### src/rtl/conv1d_pe_dp.sv
// conv1d_pe_dp: 1-D convolution processing-element datapath.
// Buffers one IFMap row in a circular window FIFO and keeps up to
// FILTER_DEPTH taps, covering every filter, in a scratchpad. For each window
// position it produces one partial sum per filter. The window then steps by
// `stride` elements.
// Ports:
//   clk, rstn             clock, async active-low reset
//   start, keep_filters   begin a row (IDLE only); reuse stored filters
//   stride, filter_size, num_filters   row config, latched at start
//   filt_valid/ready/data             filter tap load stream
//   ifmap_valid/ready/data/last       IFMap element stream
//   psum_valid/ready/data/fid         partial-sum output stream
//   done                  one-cycle end-of-row pulse
//   cfg_err               last start carried an illegal config
module conv1d_pe_dp #(
  parameter int DATA_WIDTH   = 8,
  parameter int PSUM_WIDTH   = 20,
  parameter int IFMAP_DEPTH  = 16,
  parameter int FILTER_DEPTH = 32,
  parameter int STRIDE_SIZE  = 3,
  parameter int FSIZE_WIDTH  = 5,
  parameter int NF_WIDTH     = 3
) (
  input  logic                   clk,
  input  logic                   rstn,
  input  logic                   start,
  input  logic                   keep_filters,
  input  logic [STRIDE_SIZE-1:0] stride,
  input  logic [FSIZE_WIDTH-1:0] filter_size,
  input  logic [NF_WIDTH-1:0]    num_filters,
  input  logic                   filt_valid,
  output logic                   filt_ready,
  input  logic [DATA_WIDTH-1:0]  filt_data,
  input  logic                   ifmap_valid,
  output logic                   ifmap_ready,
  input  logic [DATA_WIDTH-1:0]  ifmap_data,
  input  logic                   ifmap_last,
  output logic                   psum_valid,
  input  logic                   psum_ready,
  output logic [PSUM_WIDTH-1:0]  psum_data,
  output logic [NF_WIDTH-1:0]    psum_fid,
  output logic                   done,
  output logic                   cfg_err
);
  localparam int IW = $clog2(IFMAP_DEPTH);
  localparam int CW = $clog2(IFMAP_DEPTH + 1);
  localparam int FW = $clog2(FILTER_DEPTH);
  localparam int TW = NF_WIDTH + FSIZE_WIDTH;

  typedef enum logic [2:0] {IDLE, LOAD_FILTER, WAIT_DATA, MAC, EMIT, ADVANCE, DONE} state_t;
  state_t state, nxt;

  logic [DATA_WIDTH-1:0]  win_mem  [IFMAP_DEPTH];
  logic [DATA_WIDTH-1:0]  filt_mem [FILTER_DEPTH];

  logic [STRIDE_SIZE-1:0] st_r, skip_pend;
  logic [FSIZE_WIDTH-1:0] fs_r, k;
  logic [NF_WIDTH-1:0]    nf_r, f;
  logic [TW-1:0]          ntaps_r, fl_idx, fbase;
  logic [PSUM_WIDTH-1:0]  acc;
  logic [IW-1:0]          rd_ptr, wr_ptr;
  logic [CW-1:0]          count, d;
  logic                   last_seen;

  logic [TW-1:0]          cfg_taps;
  logic                   cfg_bad, push, fpush, win_ok;
  logic [2*DATA_WIDTH-1:0] prod;

  // Sums fed here never reach 2*IFMAP_DEPTH, so one conditional subtract wraps.
  function automatic logic [IW-1:0] wrap(input logic [31:0] p);
    return (p >= IFMAP_DEPTH) ? IW'(p - IFMAP_DEPTH) : IW'(p);
  endfunction

  assign cfg_taps = TW'(num_filters) * TW'(filter_size);
  assign cfg_bad  = (stride == '0) || (filter_size == '0) || (num_filters == '0) ||
                    (32'(filter_size) > IFMAP_DEPTH) || (32'(cfg_taps) > FILTER_DEPTH);

  assign filt_ready  = (state == LOAD_FILTER);
  assign ifmap_ready = (state != IDLE) && (state != DONE) &&
                       (32'(count) < IFMAP_DEPTH) && !last_seen;
  assign psum_valid  = (state == EMIT);
  assign psum_data   = acc;
  assign psum_fid    = f;
  assign done        = (state == DONE);

  assign push   = ifmap_valid && ifmap_ready;
  assign fpush  = filt_valid && filt_ready;
  assign win_ok = 32'(count) >= 32'(fs_r);

  // Entries discarded this cycle: only ADVANCE drops data, never more than held.
  always_comb begin
    d = '0;
    if (state == ADVANCE)
      d = (32'(count) < 32'(skip_pend)) ? count : CW'(skip_pend);
  end

  assign prod = win_mem[wrap(32'(rd_ptr) + 32'(k))] *
                filt_mem[FW'(32'(fbase) + 32'(k))];

  always_ff @(posedge clk or negedge rstn)
    if (!rstn) state <= IDLE;
    else       state <= nxt;

  always_comb begin
    nxt = state;
    case (state)
      IDLE:        if (start && !cfg_bad) nxt = keep_filters ? WAIT_DATA : LOAD_FILTER;
      LOAD_FILTER: if (fpush && fl_idx == ntaps_r - 1'b1) nxt = WAIT_DATA;
      WAIT_DATA:   if (win_ok) nxt = MAC;
                   else if (last_seen) nxt = DONE;
      MAC:         if (k == fs_r - 1'b1) nxt = EMIT;
      EMIT:        if (psum_ready) nxt = (f == nf_r - 1'b1) ? ADVANCE : MAC;
      ADVANCE:     if (32'(skip_pend) == 32'(d)) nxt = WAIT_DATA;
                   else if (count == '0 && last_seen) nxt = DONE;
      DONE:        nxt = IDLE;
      default:     nxt = IDLE;
    endcase
  end

  // Storage arrays carry no reset.
  always_ff @(posedge clk) begin
    if (push)  win_mem[wr_ptr] <= ifmap_data;
    if (fpush) filt_mem[FW'(fl_idx)] <= filt_data;
  end

  always_ff @(posedge clk or negedge rstn) begin
    if (!rstn) begin
      st_r <= '0; fs_r <= '0; nf_r <= '0; ntaps_r <= '0;
      skip_pend <= '0; k <= '0; f <= '0; fl_idx <= '0; fbase <= '0;
      acc <= '0; rd_ptr <= '0; wr_ptr <= '0; count <= '0;
      last_seen <= 1'b0; cfg_err <= 1'b0;
    end else begin
      // FIFO bookkeeping; a flush at start overrides below.
      if (push) begin
        wr_ptr <= wrap(32'(wr_ptr) + 32'd1);
        if (ifmap_last) last_seen <= 1'b1;
      end
      rd_ptr <= wrap(32'(rd_ptr) + 32'(d));
      count  <= count + CW'(push) - d;

      case (state)
        IDLE: if (start) begin
          if (cfg_bad) cfg_err <= 1'b1;
          else begin
            cfg_err <= 1'b0;
            st_r <= stride; fs_r <= filter_size; nf_r <= num_filters;
            ntaps_r <= cfg_taps; fl_idx <= '0;
            rd_ptr <= '0; wr_ptr <= '0; count <= '0; last_seen <= 1'b0;
          end
        end
        LOAD_FILTER: if (fpush) fl_idx <= fl_idx + 1'b1;
        WAIT_DATA: if (win_ok) begin
          acc <= '0; f <= '0; k <= '0; fbase <= '0;
        end
        MAC: begin
          acc <= acc + PSUM_WIDTH'(prod);
          k   <= k + 1'b1;
        end
        EMIT: if (psum_ready) begin
          if (f != nf_r - 1'b1) begin
            f <= f + 1'b1; k <= '0; acc <= '0;
            fbase <= fbase + TW'(fs_r);
          end else skip_pend <= st_r;
        end
        ADVANCE: skip_pend <= skip_pend - STRIDE_SIZE'(d);
        default: ;
      endcase
    end
  end
endmodule

### config.mk
export PLATFORM = sky130hd
export DESIGN_NAME = conv1d_pe_dp
export DESIGN_NICKNAME = d
export VERILOG_FILES = /design/src/rtl/conv1d_pe_dp.sv
export SDC_FILE = /design/constraint.sdc
export NUM_CORES = 1
export LEC_CHECK = 0
export BUFFER_PORTS_ARGS = -buffer_cell sky130_fd_sc_hd__buf_2
export CAP_MARGIN = 5
export CORE_ASPECT_RATIO = 0.8
export CORE_UTILIZATION = 55
export CTS_CLUSTER_DIAMETER = 120
export DETAILED_ROUTE_END_ITERATION = 10
export PLACE_DENSITY = 0.8
export SLEW_MARGIN = 40
export SYNTH_ARGS = -nofsm -noshare
export SYNTH_HDL_FRONTEND = slang
export SYNTH_SLANG_ARGS = --single-unit
### constraint.sdc
create_clock -name clk -period 13.7 [get_ports clk]
set_input_delay 2.74 -clock clk [delete_from_list [all_inputs] [get_ports clk]]
set_output_delay 2.74 -clock clk [all_outputs]
set_load 0.1 [all_outputs]
# Yosys cells after proc, flatten, opt, wreduce, memory -nomap -nowiden
# Memory sizes are Yosys's and may differ from the RTL's.
# Cells that the tools add are included.
# Widths: inputs -> output; s select.
[word_totals]
ff_bits = 84
mem_bits_rw = 384
out_inout_bits = 28
inputBits = 35
wordCells = 161
mem_count = 2
[memory_table]
columns = ["memory", "depth", "width", "read_ports", "rd_clocked_by_memory_dff", "write_ports", "line", "source"]
rows = [
  ["filt_mem", 32, 8, 1, 0, 1, "54", "logic [DATA_WIDTH-1:0] filt_mem [FILTER_DEPTH];"],
  ["win_mem", 16, 8, 1, 0, 1, "53", "logic [DATA_WIDTH-1:0] win_mem [IFMAP_DEPTH];"],
]
[classes]
multipliers = 2
n_bitwise = 1
mux = 59
add_sub_neg = 18
order_cmp = 8
reduce_logical = 31
n_eq_ne = 24
[op_table]
columns = ["operator", "n"]
rows = [
  ["$mux 20", 3],
  ["$pmux 20 s3", 1],
  ["$mux 8", 6],
  ["$mux 3", 14],
  ["$mux 4", 10],
  ["$mux 5", 8],
  ["$pmux 8 s2", 2],
  ["$add 20x16->20", 1],
  ["$pmux 3 s6", 1],
  ["$mul 8x8->16", 1],
  ["$pmux 5 s3", 1],
  ["$add 4x5->6", 2],
  ["$ge 6x5->1 const B", 2],
  ["$ne 2x2->1 const B", 6],
  ["$pmux 3 s2", 2],
  ["$reduce_and 4->1", 3],
  ["$sub 4x1->4 const B", 3],
  ["$logic_not 5->1", 2],
  ["$mux 1", 10],
  ["$eq 3x3->1 const B", 3],
  ["$logic_not 3->1", 3],
  ["$add 8x1->8 const B", 1],
  ["$add 8x5->8", 1],
  ["$eq 8x8->1", 1],
  ["36 further kinds", 56],
]

# Longest topological paths before layout
[logic_depth]
depth_word = 10
depth_mapped = 27
mapped_depth_nobuf = 27

# Worst setup path after synthesis
# Ideal clock, no wire load.
[synth_path]
path_kind = "reg-to-reg"
startpoint = "register k[0]"
endpoint = "register acc[18], in the netlist psum_data[18]"
setup_ps = 78
required_time_ps = 13622
path_buffers = 2
path_slack_ps = 6973
arrival_ps = 6649
stages_incl_launch_ff = 25
synth_period_minus_slack_ps = 6727
cell_sequence = "dfrtp_1 ha_1 inv_1 fa_1 buf_2 clkbuf_1 mux4_2 mux4_2 mux2i_2 or2_1 fa_1 fa_1 inv_1 fa_1 inv_1 fa_1 inv_1 ha_1 o21a_1 o21ai_1 or3_1 o211ai_1 o221ai_1 or3_1 a21oi_1"
[synth_via]
elab_chain_cells = 7
elab_cells_between_ends = 10
classes_between = "4 x add/sub; 1 x mul; 1 x order compare; 2 x mux; 2 x memory"
[synth_rtl]
columns = ["element", "line", "source"]
rows = [
  ["start: declaration", "57", "logic [FSIZE_WIDTH-1:0] fs_r, k;"],
  ["start signal: assignment", "157", "k <= k + 1'b1;"],
  ["$add 4x5->6", "97", "assign prod = win_mem[wrap(32'(rd_ptr) + 32'(k))] *"],
  ["$ge 6x5->1 / $sub 4x1->4 (equally long branches)", "71", "return (p >= IFMAP_DEPTH) ? IW'(p - IFMAP_DEPTH) : IW'(p);"],
  ["$mux 4", "71", ""],
  ["$mem_v2 16x8", "--", ""],
  ["$mul 8x8->16 (*)", "97", ""],
  ["$add 20x16->20 (*)", "156", "acc <= acc + PSUM_WIDTH'(prod);"],
  ["$pmux 20 s3 (*)", "141", "case (state)"],
  ["end signal: assignment", "156", ""],
  ["end: declaration", "60", "logic [PSUM_WIDTH-1:0] acc;"],
]
# Every way passes the cells marked *; elsewhere a longest branch is shown, timed or not.
# A chain may end at the register's enable or synchronous reset.

# Worst setup path after layout
[layout_path]
startpoint = "register k[0]"
endpoint = "register acc[19], in the netlist psum_data[19]"
# The elaborated chain is that of the path after synthesis.

==> impl_metrics.yaml <==
detailed_routing:
  wl_per_cell_um: 23.4
  remaining_drc_errors: 0
  final_antenna_net_count: 0
  drt-total-wl_mm: 51.3
  num_vias: 13400
  drt-initial-drc-count: 1359
  vias_per_cell: 6.08
  dr.pass1.iters: 6
yosys:
  yosys-top-cells-count: "384 x edfxtp_1, 148 x inv_1, 130 x nor2_1, 112 x mux4_2, 101 x nand2_1"
  syn_nets: 1730
  syn_inst: 1542
  synth_area_leader_cell: "edfxtp_1"
  synth.most_common_cell: "edfxtp_1"
  ys_seq_area_share_pct: 59.2
  ys.flop_type: "edfxtp_1"
  synth_top_cell_area_share_pct: 50.4
  synth_edf_count: 384
  synth.cell_area_um2: 22900
  ys_ff_latch: 465
  async_flop_share_pct: 17.4
  avgSynthCellArea_um2: 14.8
  yosysWarnings: 0
  synthTopCellsByArea: "edfxtp_1 50%, mux4_2 11%, dfrtp_1 8.9%, fa_1 5.2%, ha_1 5.1%"
  synth_cell_types: 71
global_routing:
  grt_overflow_total: 0
  grt_pass1_wl_mm: 78.9
  grt_max_degree: 70
  grt_use_total_pct: 24.8
  antenna_found_initial: 4
  grt_pass1_vias: 13400
timing:
  worstMarginPinSlew_ns: 0.890
  hold_viol_final: 0
  rsz0062_at_grt: "false"
  fin_tns_setup_ns: 0
  skew_ns: 0.0133
  period_minus_slack_ns: 7.59
  slew_violations: 0
  period_share_pct: 55.4
  maxSlewHeadroom_pct: 39.7
  setup_viol: 0
  fmax_mhz: 132
die:
  num_rows: 66
  fp.dieH_um: 184
  ioPinCount: 63
  die_x_um: 230
  die-area_um2: 42400
  core_um2: 40800
  start_util_pct: 56.1
worst_hold_path:
  hold-path-cell-count: 2
  min_path_type: "reg2reg"
  min_to: "st_r[0]$_DFFE_PN0P_"
  hold_start: "st_r[0]$_DFFE_PN0P_"
clock_tree:
  holdBufCountCts: 0
  clock_latency_ns: 0.57
  htreeDepth: 2
  cts_tree: "yes"
  postCtsSetupBuffers: 0
  clk_pin_slew_ns: 0.06
  cts.sinks: 465
  clk_path_buf_depth: 3
  cts_root_buf: "clkbuf_16"
  post_cts_resized: 0
  numCtsBuffers: 44
status:
  outcome: "completed"
finish:
  fin_nets: 1803
  drive_gt1_share_pct: 20.0
  nFillCells: 2925
  syn_to_final_growth_pct: 10.7
critical_path:
  cp.arrival_ns: 8.08
  reg2reg_to: "psum_data[19]$_DFFE_PN0P_"
  ff2ff_setup_slack_ns: 6.11
  crit_type: "reg2reg"
  ff2ff_path_depth: 24
  crit_fanout: 64
  r2r_start: "k[0]$_DFFE_PN0P_"
  end_kind: "register"
  worstPathRequired_ns: 14.19
  start_kind: "register"
place:
  place.gp.congestion: 0.926
  portBuffers: 62
  hpwl_mm: 33.8
flow_run:
  maxCapViolations: 0
==> per-stage QoR <==
stage / hold WS (ns) / area (µm²) / util [%] / instances / setup WS [ns]
after floorplan: 0.439 / 22900 / - / 1542 / 6.97
after global placement: 0.454 / 23800 / 58.3 / 2113 / 6.11
after detailed placement: 0.457 / 23800 / 58.4 / 2113 / 6.17
after CTS: 0.471 / 25300 / 62.0 / 2195 / 6.17
after global routing: 0.506 / 25300 / 62.1 / 2195 / 5.67
final: 0.471 / 25300 / 62.1 / 2197 / 6.11
==> worst max-delay path, stage by stage (launching register included) <==
cell	delay [ns]
dfrtp_1	0.51
ha_4	0.18
inv_1	0.05
fa_2	0.54
buf_6	0.51
mux4_2	0.47
mux4_2	0.54
mux2i_4	0.36
nor2_1	0.12
fa_1	0.56
inv_1	0.05
fa_1	0.48
inv_1	0.06
fa_1	0.52
inv_1	0.05
fa_1	0.53
inv_1	0.04
ha_1	0.33
o21ai_0	0.10
a21oi_1	0.22
o21ai_0	0.20
o21ai_1	0.34
a31oi_1	0.14
a211oi_1	0.32
mux2i_1	0.21
==> layout by cell type (no fill, tap or decap), types with 15 or more instances in the layout <==
cell / count
xor2_1: 22
xnor2_1: 29
mux2i_1: 15
dfrtp_1: 81
clkbuf_16: 44
nor2_1: 96
inv_1: 148
nand3_1: 15
buf_2: 61
nand2b_1: 18
edfxtp_1: 384
fa_1: 59
o21ai_0: 52
nor2_2: 34
a21oi_1: 35
nand2_1: 100
mux4_2: 112
ha_1: 91
nor3_1: 21
==> layout make-up <==
class / count / area (µm²) / area share [%]
diodes: 2 / 5.00 / 0.0197
clock buffers: 61 / 1200 / 4.75
clock inverters: 21 / 245 / 0.968
inverters: 150 / 563 / 2.22
multi-input cells: 877 / 8650 / 34.1
flip-flops and latches: 465 / 13600 / 53.5
well taps: 544 / 681 / 2.69
repair buffers: 77 / 437 / 1.72
==> routing by layer <==
layer	vias to the layer above	part of all wire (%)	global-route usage [%]
met4	4	2.4	7.47
met2	698	46	37.4
met3	104	9.8	5.80
li1	5802	-	-
met5	-	0.045	0
met1	6747	42	36.1
==> kinds of logic after synthesis <==
group / share of synthesized area, %
compound gates: 4.21
buf+inv: 3.55
xor+xnor: 2.32
flops: 59.2
mux: 12.9
fa+ha+maj: 10.3
simple gates: 7.47
==> flip-flops by register name, summed over array words and instances (netlist names), 5 cells and up <==
name       cells
count          5
ntaps_r        8
fs_r           5
win_mem      128
filt_mem     256
k              5
psum_data     20
fbase          5
fl_idx         8
==> worst max path at each step <==
stage / slack (ns) / start / endpoint
6_report: 6.11 / k[0]$_DFFE_PN0P_ / psum_data[19]$_DFFE_PN0P_
5_1_grt: 5.67 / k[0]$_DFFE_PN0P_ / psum_data[19]$_DFFE_PN0P_
4_1_cts: 6.17 / k[0]$_DFFE_PN0P_ / psum_data[19]$_DFFE_PN0P_
3_5_place_dp: 6.17 / k[0]$_DFFE_PN0P_ / psum_data[19]$_DFFE_PN0P_
3_3_place_gp: 6.11 / k[0]$_DFFE_PN0P_ / psum_data[16]$_DFFE_PN0P_
2_1_floorplan: 6.97 / k[0]$_DFFE_PN0P_ / psum_data[18]$_DFFE_PN0P_
Power is left out: the tool's default activity adds up to more than one toggle a clock period on the data nets, which glitch-free logic cannot reach.
